`src/rtl/exp_ker_fetch_pkg.sv`:
```
// Shared definitions for the expand-3x3 kernel fetch scheduler:
// state encoding, default sizing and the word-to-byte address shift.
package exp_ker_fetch_pkg;

   typedef enum logic [2:0] {
      S_IDLE  = 3'd0,
      S_CLEAR = 3'd1,
      S_CHECK = 3'd2,
      S_REQ   = 3'd3,
      S_DRAIN = 3'd4,
      S_DONE  = 3'd5
   } state_t;

   localparam int BURST_MAX_DEF = 16;
   localparam int FIFO_CAP_DEF  = 255;
   localparam int WORD_SHIFT    = 3;

endpackage

```
`src/rtl/exp_3x3_ker_fetch_sched.sv`:
```
// Fetches a kernel set from memory in bursts into the expand-3x3 FIFO,
// issuing a burst only when the FIFO can absorb it plus all data still in flight.
//
// state | meaning
// IDLE  | waiting for start_i
// CLEAR | one-cycle FIFO clear, credit counter zeroed
// CHECK | size next burst, wait for FIFO room
// REQ   | burst request held until rd_ack_i
// DRAIN | all bursts issued, waiting for outstanding beats
// DONE  | one-cycle completion, done_o follows
module exp_3x3_ker_fetch_sched
   import exp_ker_fetch_pkg::*;
#(
   parameter int BURST_MAX = BURST_MAX_DEF,
   parameter int FIFO_CAP  = FIFO_CAP_DEF
) (
   input  logic        clk_i,
   input  logic        rst_i,
   input  logic        start_i,
   input  logic [31:0] ker_base_addr_i,
   input  logic [15:0] ker_word_total_i,
   output logic        busy_o,
   output logic        done_o,
   output logic        ovf_err_o,
   output logic        rd_req_o,
   output logic [31:0] rd_addr_o,
   output logic [4:0]  rd_len_o,
   input  logic        rd_ack_i,
   input  logic [63:0] rd_data_i,
   input  logic        rd_valid_i,
   output logic        fifo_exp_3x3_clr_o,
   output logic [63:0] fifo_exp_3x3_wr_data_o,
   output logic        fifo_exp_3x3_wr_en_o,
   input  logic [7:0]  fifo_exp_3x3_data_count_i
);

   localparam logic [4:0]  BURST_LEN = 5'(BURST_MAX);
   localparam logic [15:0] BURST_REM = 16'(BURST_MAX);
   localparam logic [9:0]  CAP       = 10'(FIFO_CAP);

   state_t      state;
   logic [31:0] addr;
   logic [15:0] remaining;
   logic [8:0]  outstanding;

   logic [4:0]  len;
   logic [9:0]  credit_sum;
   logic        fits;
   logic        ack_take;
   logic        beat_ok;
   logic        start_take;

   always_comb begin
      len        = (remaining >= BURST_REM) ? BURST_LEN : remaining[4:0];
      credit_sum = {2'b00, fifo_exp_3x3_data_count_i} + {1'b0, outstanding} + {5'b0, len};
      fits       = (credit_sum <= CAP);
      ack_take   = (state == S_REQ) && rd_ack_i;
      beat_ok    = rd_valid_i && (outstanding != 9'd0);
      start_take = (state == S_IDLE) && start_i;
   end

   // Beats arriving with no credit are still forwarded but flagged, never underflow.
   always_ff @(posedge clk_i or posedge rst_i) begin
      if (rst_i) begin
         outstanding <= 9'd0;
      end else if (state == S_CLEAR) begin
         outstanding <= 9'd0;
      end else begin
         outstanding <= outstanding + (ack_take ? {4'b0, rd_len_o} : 9'd0) - {8'b0, beat_ok};
      end
   end

   always_ff @(posedge clk_i or posedge rst_i) begin
      if (rst_i) begin
         ovf_err_o <= 1'b0;
      end else if (rd_valid_i && (outstanding == 9'd0)) begin
         ovf_err_o <= 1'b1;
      end else if (start_take) begin
         ovf_err_o <= 1'b0;
      end
   end

   always_ff @(posedge clk_i or posedge rst_i) begin
      if (rst_i) begin
         fifo_exp_3x3_wr_en_o   <= 1'b0;
         fifo_exp_3x3_wr_data_o <= 64'd0;
      end else begin
         fifo_exp_3x3_wr_en_o <= rd_valid_i;
         if (rd_valid_i) fifo_exp_3x3_wr_data_o <= rd_data_i;
      end
   end

   always_ff @(posedge clk_i or posedge rst_i) begin
      if (rst_i) begin
         state              <= S_IDLE;
         addr               <= 32'd0;
         remaining          <= 16'd0;
         busy_o             <= 1'b0;
         done_o             <= 1'b0;
         fifo_exp_3x3_clr_o <= 1'b0;
         rd_req_o           <= 1'b0;
         rd_addr_o          <= 32'd0;
         rd_len_o           <= 5'd0;
      end else begin
         done_o             <= 1'b0;
         fifo_exp_3x3_clr_o <= 1'b0;
         case (state)
            S_IDLE: begin
               if (start_i) begin
                  busy_o <= 1'b1;
                  if (ker_word_total_i != 16'd0) begin
                     addr               <= ker_base_addr_i;
                     remaining          <= ker_word_total_i;
                     fifo_exp_3x3_clr_o <= 1'b1;
                     state              <= S_CLEAR;
                  end else begin
                     state <= S_DONE;
                  end
               end
            end
            S_CLEAR: state <= S_CHECK;
            S_CHECK: begin
               if (remaining == 16'd0) begin
                  state <= S_DRAIN;
               end else if (fits) begin
                  rd_req_o  <= 1'b1;
                  rd_addr_o <= addr;
                  rd_len_o  <= len;
                  state     <= S_REQ;
               end
            end
            S_REQ: begin
               if (rd_ack_i) begin
                  rd_req_o  <= 1'b0;
                  addr      <= addr + ({27'd0, rd_len_o} << WORD_SHIFT);
                  remaining <= remaining - {11'd0, rd_len_o};
                  state     <= S_CHECK;
               end
            end
            S_DRAIN: begin
               if (outstanding == 9'd0) state <= S_DONE;
            end
            S_DONE: begin
               done_o <= 1'b1;
               busy_o <= 1'b0;
               state  <= S_IDLE;
            end
            default: begin
               busy_o   <= 1'b0;
               rd_req_o <= 1'b0;
               state    <= S_IDLE;
            end
         endcase
      end
   end

endmodule

```
`config.mk`:
```
export PLATFORM = sky130hd
export DESIGN_NAME = exp_3x3_ker_fetch_sched
export DESIGN_NICKNAME = d
export VERILOG_FILES = /design/src/rtl/exp_ker_fetch_pkg.sv /design/src/rtl/exp_3x3_ker_fetch_sched.sv
export SDC_FILE = /design/constraint.sdc
export NUM_CORES = 1
export LEC_CHECK = 0
export ABC_AREA = 1
export CAP_MARGIN = 20
export CORE_UTILIZATION = 42
export DETAILED_ROUTE_END_ITERATION = 16
export GPL_TIMING_DRIVEN = 0
export HOLD_SLACK_MARGIN = 0.02
export PLACE_DENSITY = 0.68
export SKIP_CTS_REPAIR_TIMING = 1
export SYNTH_ARGS = -nofsm -noshare
export SYNTH_HDL_FRONTEND = slang
export SYNTH_SLANG_ARGS = --single-unit
```
`constraint.sdc`:
```
create_clock -name clk_i -period 7.64 [get_ports clk_i]
set_clock_uncertainty 0.1 [all_clocks]
set_input_delay 1.146 -clock clk_i [delete_from_list [all_inputs] [get_ports clk_i]]
set_output_delay 1.146 -clock clk_i [all_outputs]
set_load 0.05 [all_outputs]
```
==> results of run 1 <==
==> flip-flops by register name (all words and copies together), names as in the netlist <==
| name | cells |
|---|---|
| state | 3 |
| done_o | 1 |
| remaining | 16 |
| fifo_exp_3x3_wr_en_o | 1 |
| busy_o | 1 |
| outstanding | 9 |
| addr | 32 |
| fifo_exp_3x3_clr_o | 1 |
| rd_req_o | 1 |
| ovf_err_o | 1 |
| rd_len_o | 5 |
| fifo_exp_3x3_wr_data_o | 64 |
| rd_addr_o | 32 |
==> worst paths after layout <==
check / start / end / slack, ns / cells past startpoint
min in group asynchronous: rst_i / fifo_exp_3x3_wr_data_o[39] / 1.06 / 2
max in group asynchronous: rst_i / rd_len_o[4] / 5.50 / 3
setup / recovery: remaining[9] / rd_addr_o[30] / 3.25 / 18
setup reg to reg: remaining[9] / rd_addr_o[30] / 3.25 / 18
hold / removal: fifo_exp_3x3_wr_data_o[3] / fifo_exp_3x3_wr_data_o[3] / 0.37 / 2
hold reg to reg: fifo_exp_3x3_wr_data_o[3] / fifo_exp_3x3_wr_data_o[3] / 0.37 / 2
==> layout make-up <==
cell class | instances | area (um^2) | area share (%)
Multi-Input combinational cell | 999 | 4590 | 35.9
Sequential cell | 167 | 4180 | 32.7
Timing Repair Buffer | 232 | 2340 | 18.3
Inverter | 126 | 480 | 3.76
Clock buffer | 17 | 425 | 3.33
Tap cell | 280 | 350 | 2.74
Clock inverter | 14 | 234 | 1.83
Buffer | 42 | 186 | 1.46
==> power by group <==
group	switching, uW	internal (uW)	total (uW)	leakage (uW)
logic	1720	854	2580	0.00402
registers	269	1170	1440	0.00206
clock network	396	590	986	0.000323
==> cell families (layout without fill, tap and decap cells) <==
family / count (synthesis) / count (layout) / synth area share (%)
adders and majority gates: 44 / 44 / 6.56
xor gates and xnor gates: 5 / 5 / 0.465
AOI/OAI and AO/OA: 102 / 102 / 5.69
and+or+nand+nor: 848 / 848 / 36.0
DFF: 167 / 167 / 44.3
buffers and inverters: 168 / 431 / 6.99
==> per-stage QoR <==
step | hold WS, ns | cell area (um^2) | setup WS [ns]
5_1_grt | 0.394 | 12800 | 2.91
2_1_floorplan | 0.349 | 9430 | 1.88
4_1_cts | 0.375 | 12800 | 3.32
3_3_place_gp | 0.353 | 12100 | -0.694
3_5_place_dp | 0.357 | 12100 | 3.21
6_report | 0.368 | 12800 | 3.25
==> worst min-delay path, cell delays in order (launching register included) <==
cell	delay, ns
sky130_fd_sc_hd__dfrtp_1	0.34
sky130_fd_sc_hd__nand2_1	0.05
sky130_fd_sc_hd__nand2_1	0.04
==> cells in the final DEF, fill, tap and decap left out, types with 5 or more instances in the layout <==
cell                              instances
sky130_fd_sc_hd__fa_1                     9
sky130_fd_sc_hd__inv_2                    6
sky130_fd_sc_hd__clkbuf_1                25
sky130_fd_sc_hd__inv_6                    5
sky130_fd_sc_hd__nand3_1                 80
sky130_fd_sc_hd__o21ai_0                 54
sky130_fd_sc_hd__buf_2                   11
sky130_fd_sc_hd__ha_1                    35
sky130_fd_sc_hd__dfrtp_1                167
sky130_fd_sc_hd__a21oi_1                 23
sky130_fd_sc_hd__clkbuf_16               17
sky130_fd_sc_hd__o21ai_1                 14
sky130_fd_sc_hd__nand4_1                 16
sky130_fd_sc_hd__clkdlybuf4s50_1        231
sky130_fd_sc_hd__inv_1                  119
sky130_fd_sc_hd__nand3b_1                 9
sky130_fd_sc_hd__bufinv_16                5
sky130_fd_sc_hd__nand2_1                588
sky130_fd_sc_hd__nor2_1                 144
sky130_fd_sc_hd__o211ai_1                 5
==> per-layer routing <==
| metal | global-route usage, % | vias up | share of wire [%] |
|---|---|---|---|
| li1 | - | 4645 | - |
| met1 | 30.0 | 4268 | 43 |
| met2 | 41.7 | 274 | 49 |
| met3 | 4.68 | 62 | 5.0 |
| met4 | 10.7 | 0 | 3.5 |
| met5 | 0 | - | 0 |
==> run summary, run 1 <==
==============================================================================
Required time of the worst setup path                                  7.91 ns
Via density                                                               4.93
Antenna Violating Nets Remaining                                             0
Unique masters post-synth                                                   30
Max stage delay cell, worst path                                  sky130_fd_sc_hd__fa_1
Power consumption                                                      5000 uW
Post-layout minimum cycle time                                         4.39 ns
Post-synthesis average cell area                                     7.07 um^2
Maximum level of the CTS H-tree                                              4
Final cell count without fillers                                          1877
Routed via count                                                          9249
Maximum frequency from static timing analysis                        0.228 GHz
Width of the die                                                        152 um
Share of the synthesized area in the top cell type                       44.3%
Area delta synth->final                                                  35.6%
Count of warnings emitted by yosys                                           0
Area inside the core boundary                                      0.0219 mm^2
Worst slew pin tran                                                   0.704 ns
Status                                                               completed
Detailed placer's ending HPWL                                          20.8 mm
Final core area utilization                                              58.4%
Power density cells                                                391 mW/mm^2
Number of instances in the synthesized netlist                            1334
Biggest fanout along the worst timing path                                  10
Max transition margin                                                    53.1%
Synth area leader                                                 sky130_fd_sc_hd__dfrtp_1
Pin count of the biggest net entering global routing                        95
Top cell family by delay on the critical path                     simple AND/OR/NAND/NOR gates
Max Cap Viol                                                                 0
Critical Path, Cell by Cell                                       nor2_1 -> nand2_1 -> nor2_1 -> nand4_1 -> nor2_1 -> inv_1 -> fa_1 -> inv_1 -> ha_1 -> fa_1 -> inv_1 -> nand4_1 -> nand2_1 -> nand3_1 -> nor2_1 -> buf_2 -> nand2_1 -> nand2_1
Clk root buf                                                      sky130_fd_sc_hd__clkbuf_16
Critical Path Max Stage Delay                                          0.47 ns
Post-Synthesis Cell Area                                          0.00943 mm^2
Final Routed Wirelength                                                27.6 mm
Die H                                                                   152 um
Final hold violation count                                                   0
Number of pins with negative max-slew slack in the final report              0
Total number of placement rows                                              54
Final antenna diode count                                                    0
Clock tree from TritonCTS                                                built
CP arrival                                                             4.66 ns
Post-route clock period utilization                                      57.5%
Top-count cell post-synth                                         sky130_fd_sc_hd__nand2_1
Clock Pin Slew Worst Setup and Hold Paths                              0.07 ns
Leading cell types by total area after synthesis                  sky130_fd_sc_hd__dfrtp_1, sky130_fd_sc_hd__nand2_1, sky130_fd_sc_hd__nor2_1
CP endpoint kind                                                      register
Type of origin of the critical path                                   register
Remaining global-route overflow                                              0
Die ar.                                                            0.0230 mm^2
Setup TNS Final                                                           0 ns
Leakage dissipation                                                 0.00641 uW
Leading post-synthesis cells by instance count                    sky130_fd_sc_hd__nand2_1, sky130_fd_sc_hd__dfrtp_1, sky130_fd_sc_hd__nor2_1, sky130_fd_sc_hd__inv_1, sky130_fd_sc_hd__nand3_1
First-iteration detailed-routing DRC count                                 553
Setup violation total in the final timing report                             0
Total buffers and inverters traversed by the critical path                   4
Bufs on Longest Clock Path                                                   2
Via count of the first global-routing pass                                8818
Total routing usage reported by global routing                           24.4%
Post-synth EDFFs                                                             0
Synth Flop Type                                                   sky130_fd_sc_hd__dfrtp_1
First-pass iteration count of the detailed router                            5
Global-route wire length before repair                                 45.1 mm
FF+latch count, synth                                                      167
I/O pins                                                                   232
Count of clock tree sinks                                                  167
Total nets after synthesis                                                1503
Category of the most critical setup path                            reg -> reg
Average wire per standard cell                                         14.7 um
Filler instances                                                          2095
DRC violations left                                                          0
RD Place Congestion                                                      0.936
Share of post-route cells with drive strength above 1                    3.82%
Hold WC Path Type                                                   reg -> reg
RSZ-0062 raised after global routing                                     false
Seq/Total Area, Yosys                                                    44.3%
Number of clock buffers inserted by TritonCTS                               17
Initial antenna violation count                                              0
Placed cell count                                                         1846
Total Nets Final                                                          1754
Async set-reset flop share out of synthesis                               100%
Quantity of I/O buffers inserted on ports                                  231
Maximum vdd ir drop                                                   0.176 mV
Initial Utilization                                                      43.1%
Clock latency at the later pin of the worst-skew pair                  0.43 ns
==============================================================================
Power figures use the tool's default switching activity.
==> run 2: changes to the inputs <==
clock period = 4.07 ns   (was 7.64 ns; I/O delays follow)
==> run summary, run 2 (synthesized netlist as in run 1, its figures left out) <==
==============================================================================
Required time of the worst setup path                                  4.33 ns   -3.58 ns
Highest-count cells in the layout ignoring fill and taps          sky130_fd_sc_hd__nand2_1, sky130_fd_sc_hd__clkdlybuf4s50_1, sky130_fd_sc_hd__dfrtp_1, sky130_fd_sc_hd__nor2_1, sky130_fd_sc_hd__inv_1
Maximum vdd ir drop                                                   0.312 mV   +77%
RD Place Congestion                                                      0.938   +0.27%
Critical Path, Cell by Cell                                       nor2_1 -> nand2_1 -> nor2_2 -> nand4_1 -> nor2_1 -> inv_1 -> fa_1 -> inv_1 -> ha_1 -> fa_1 -> inv_1 -> nand4_1 -> nand2_1 -> nand3_2 -> nor2_4 -> clkbuf_4 -> nand2_1 -> o21ai_1
Clock Pin Slew Worst Setup and Hold Paths                              0.07 ns   about the same
Die H                                                                   152 um   unchanged
Initial Utilization                                                      43.1%   unchanged
Via count of the first global-routing pass                                8869   +0.58%
Critical path depth in cells                                                18   unchanged
First-iteration detailed-routing DRC count                                 491   -11%
Register with the highest flop count                              fifo_exp_3x3_wr_data_o
Max Cap Viol                                                                 0   unchanged
Hold WC Path Type                                                   reg -> reg
Via density                                                               4.85   -1.6%
First-pass iteration count of the detailed router                            5   unchanged
Count of clock tree sinks                                                  167   unchanged
CP Launch Point                                                   remaining[11]
Average wire per standard cell                                         14.7 um   +0.21%
Clock tree from TritonCTS                                                built
CP endpoint kind                                                      register
Clock latency at the later pin of the worst-skew pair                  0.43 ns   about the same
Worst slew pin tran                                                   0.798 ns   +0.0941 ns
Clk root buf                                                      sky130_fd_sc_hd__clkbuf_16
Number of pins with negative max-slew slack in the final report              0   unchanged
Regs by FF count                                                  fifo_exp_3x3_wr_data_o: 64 flops, addr: 32 flops, rd_addr_o: 32 flops
Die ar.                                                            0.0230 mm^2   unchanged
Final hold violation count                                                   0   unchanged
Top cell family by delay on the critical path                     simple AND/OR/NAND/NOR gates
Number of flip-flops under the largest register name                        64   unchanged
Remaining global-route overflow                                              0   unchanged
Bufs on Longest Clock Path                                                   2   unchanged
Final Hold Slack                                                      0.371 ns   +0.00367 ns
Filler instances                                                          2050   -2.1%
Maximum level of the CTS H-tree                                              4   unchanged
Total buffers and inverters traversed by the critical path                   4   unchanged
Setup violation total in the final timing report                             0   unchanged
Type of origin of the critical path                                   register
Pin count of the biggest net entering global routing                        42   -56%
Post-route clock period utilization                                      94.0%   +37 points
R2r setup slk                                                          0.24 ns   -3.00 ns
Power consumption                                                      9280 uW   +86%
Max stage delay cell, worst path                                  sky130_fd_sc_hd__fa_1
CP arrival                                                             4.08 ns   -0.58 ns
Worst Reg2Reg Path Length in Cells                                          18   unchanged
Status                                                               completed
I/O pins                                                                   232   unchanged
Area delta synth->final                                                  36.1%
Post-layout minimum cycle time                                         3.83 ns   -0.566 ns
Global-route wire length before repair                                 45.8 mm   +1.5%
Worst reg2reg path endpoint                                        rd_len_o[1]
Category of the most critical setup path                            reg -> reg
Quantity of I/O buffers inserted on ports                                  231   unchanged
Area inside the core boundary                                      0.0219 mm^2   unchanged
Worst setup path end                                               rd_len_o[1]
Maximum frequency from static timing analysis                        0.261 GHz   +15%
Worst r2r src                                                     remaining[11]
Width of the die                                                        152 um   unchanged
Final Routed Wirelength                                                27.8 mm   +0.63%
Initial antenna violation count                                              0   unchanged
Total routing usage reported by global routing                           24.8%   +0.41 points
Routed via count                                                          9144   -1.1%
Total Nets Final                                                          1761   +0.40%
Final antenna diode count                                                    0   unchanged
Biggest fanout along the worst timing path                                  10   unchanged
Max transition margin                                                    46.7%   -6.4 points
DRC violations left                                                          0   unchanged
Setup TNS Final                                                           0 ns   unchanged
Leakage dissipation                                                 0.00641 uW   +0.13%
Most common cell after layout, fill and taps aside                sky130_fd_sc_hd__nand2_1
Power density cells                                                723 mW/mm^2   +85%
Number of clock buffers inserted by TritonCTS                               17   unchanged
Total number of placement rows                                              54   unchanged
Antenna Violating Nets Remaining                                             0   unchanged
Share of post-route cells with drive strength above 1                    4.55%   +0.73 points
Detailed placer's ending HPWL                                          21.3 mm   +2.3%
Critical Path Max Stage Delay                                          0.47 ns   about the same
==============================================================================
## run 2: changes by cell type in the layout (fill, tap and decap cells not counted), sizes merged
cell	change
clkinvlp	+4
clkinv	-1
bufinv	-3
inv	-1
buf	+5
clkbuf	+4
## run 2: power by group
group          leakage (uW)  switching, uW  internal, uW  total, uW
combinational       0.00407           3250          1630       4880
sequential          0.00206            510          2190       2700
clock              0.000287            749           942       1690
## run 2: cell type report
class	instances	area [um^2]	share of cell area [%]
multi-input cells	999	4600	35.9
flip-flops and latches	167	4180	32.6
repair buffers	239	2420	18.9
inverters	126	477	3.72
clock buffers	19	443	3.45
well taps	280	350	2.73
plain buffers	42	194	1.51
clock inverters	13	160	1.25
## run 2: per-layer routing
layer / share of wire (%) / global-route usage (%) / vias up
met2: 48 / 41.6 / 275
met4: 4.0 / 11.8 / 0
met5: 0 / 0 / -
met3: 5.8 / 4.65 / 71
met1: 42 / 30.9 / 4131
li1: - / - / 4667
## run 2: worst min path at each step
stage	from	to	slack, ns	depth (start not counted)
final	fifo_exp_3x3_wr_data_o[38]	fifo_exp_3x3_wr_data_o[38]	0.37	2
after global routing	fifo_exp_3x3_wr_data_o[55]	fifo_exp_3x3_wr_data_o[55]	0.39	2
after CTS	fifo_exp_3x3_wr_data_o[47]	fifo_exp_3x3_wr_data_o[47]	0.38	2
after detailed placement	fifo_exp_3x3_wr_data_o[47]	fifo_exp_3x3_wr_data_o[47]	0.36	2
after global placement	fifo_exp_3x3_wr_data_o[18]	fifo_exp_3x3_wr_data_o[18]	0.35	2
after floorplan	addr[0]	addr[0]	0.35	2
## run 2: tightest hold or removal path, stage by stage (launching register included)
cell and delay, ns:
sky130_fd_sc_hd__dfrtp_1 0.34, sky130_fd_sc_hd__nand2_1 0.05, sky130_fd_sc_hd__nand2_1 0.05
## run 2: metrics by stage
stage | utilization [%] | instance area [um^2] | std cells | worst slack [ns]
finish | 58.6 | 12800 | 1885 | 0.243
global route | 58.6 | 12800 | 1885 | -0.106
global placement | 55.2 | 12100 | 1845 | -0.288
CTS | 58.4 | 12800 | 1881 | -0.321
detailed placement | 55.6 | 12200 | 1849 | -0.278
floorplan | - | 9430 | 1334 | 0.705
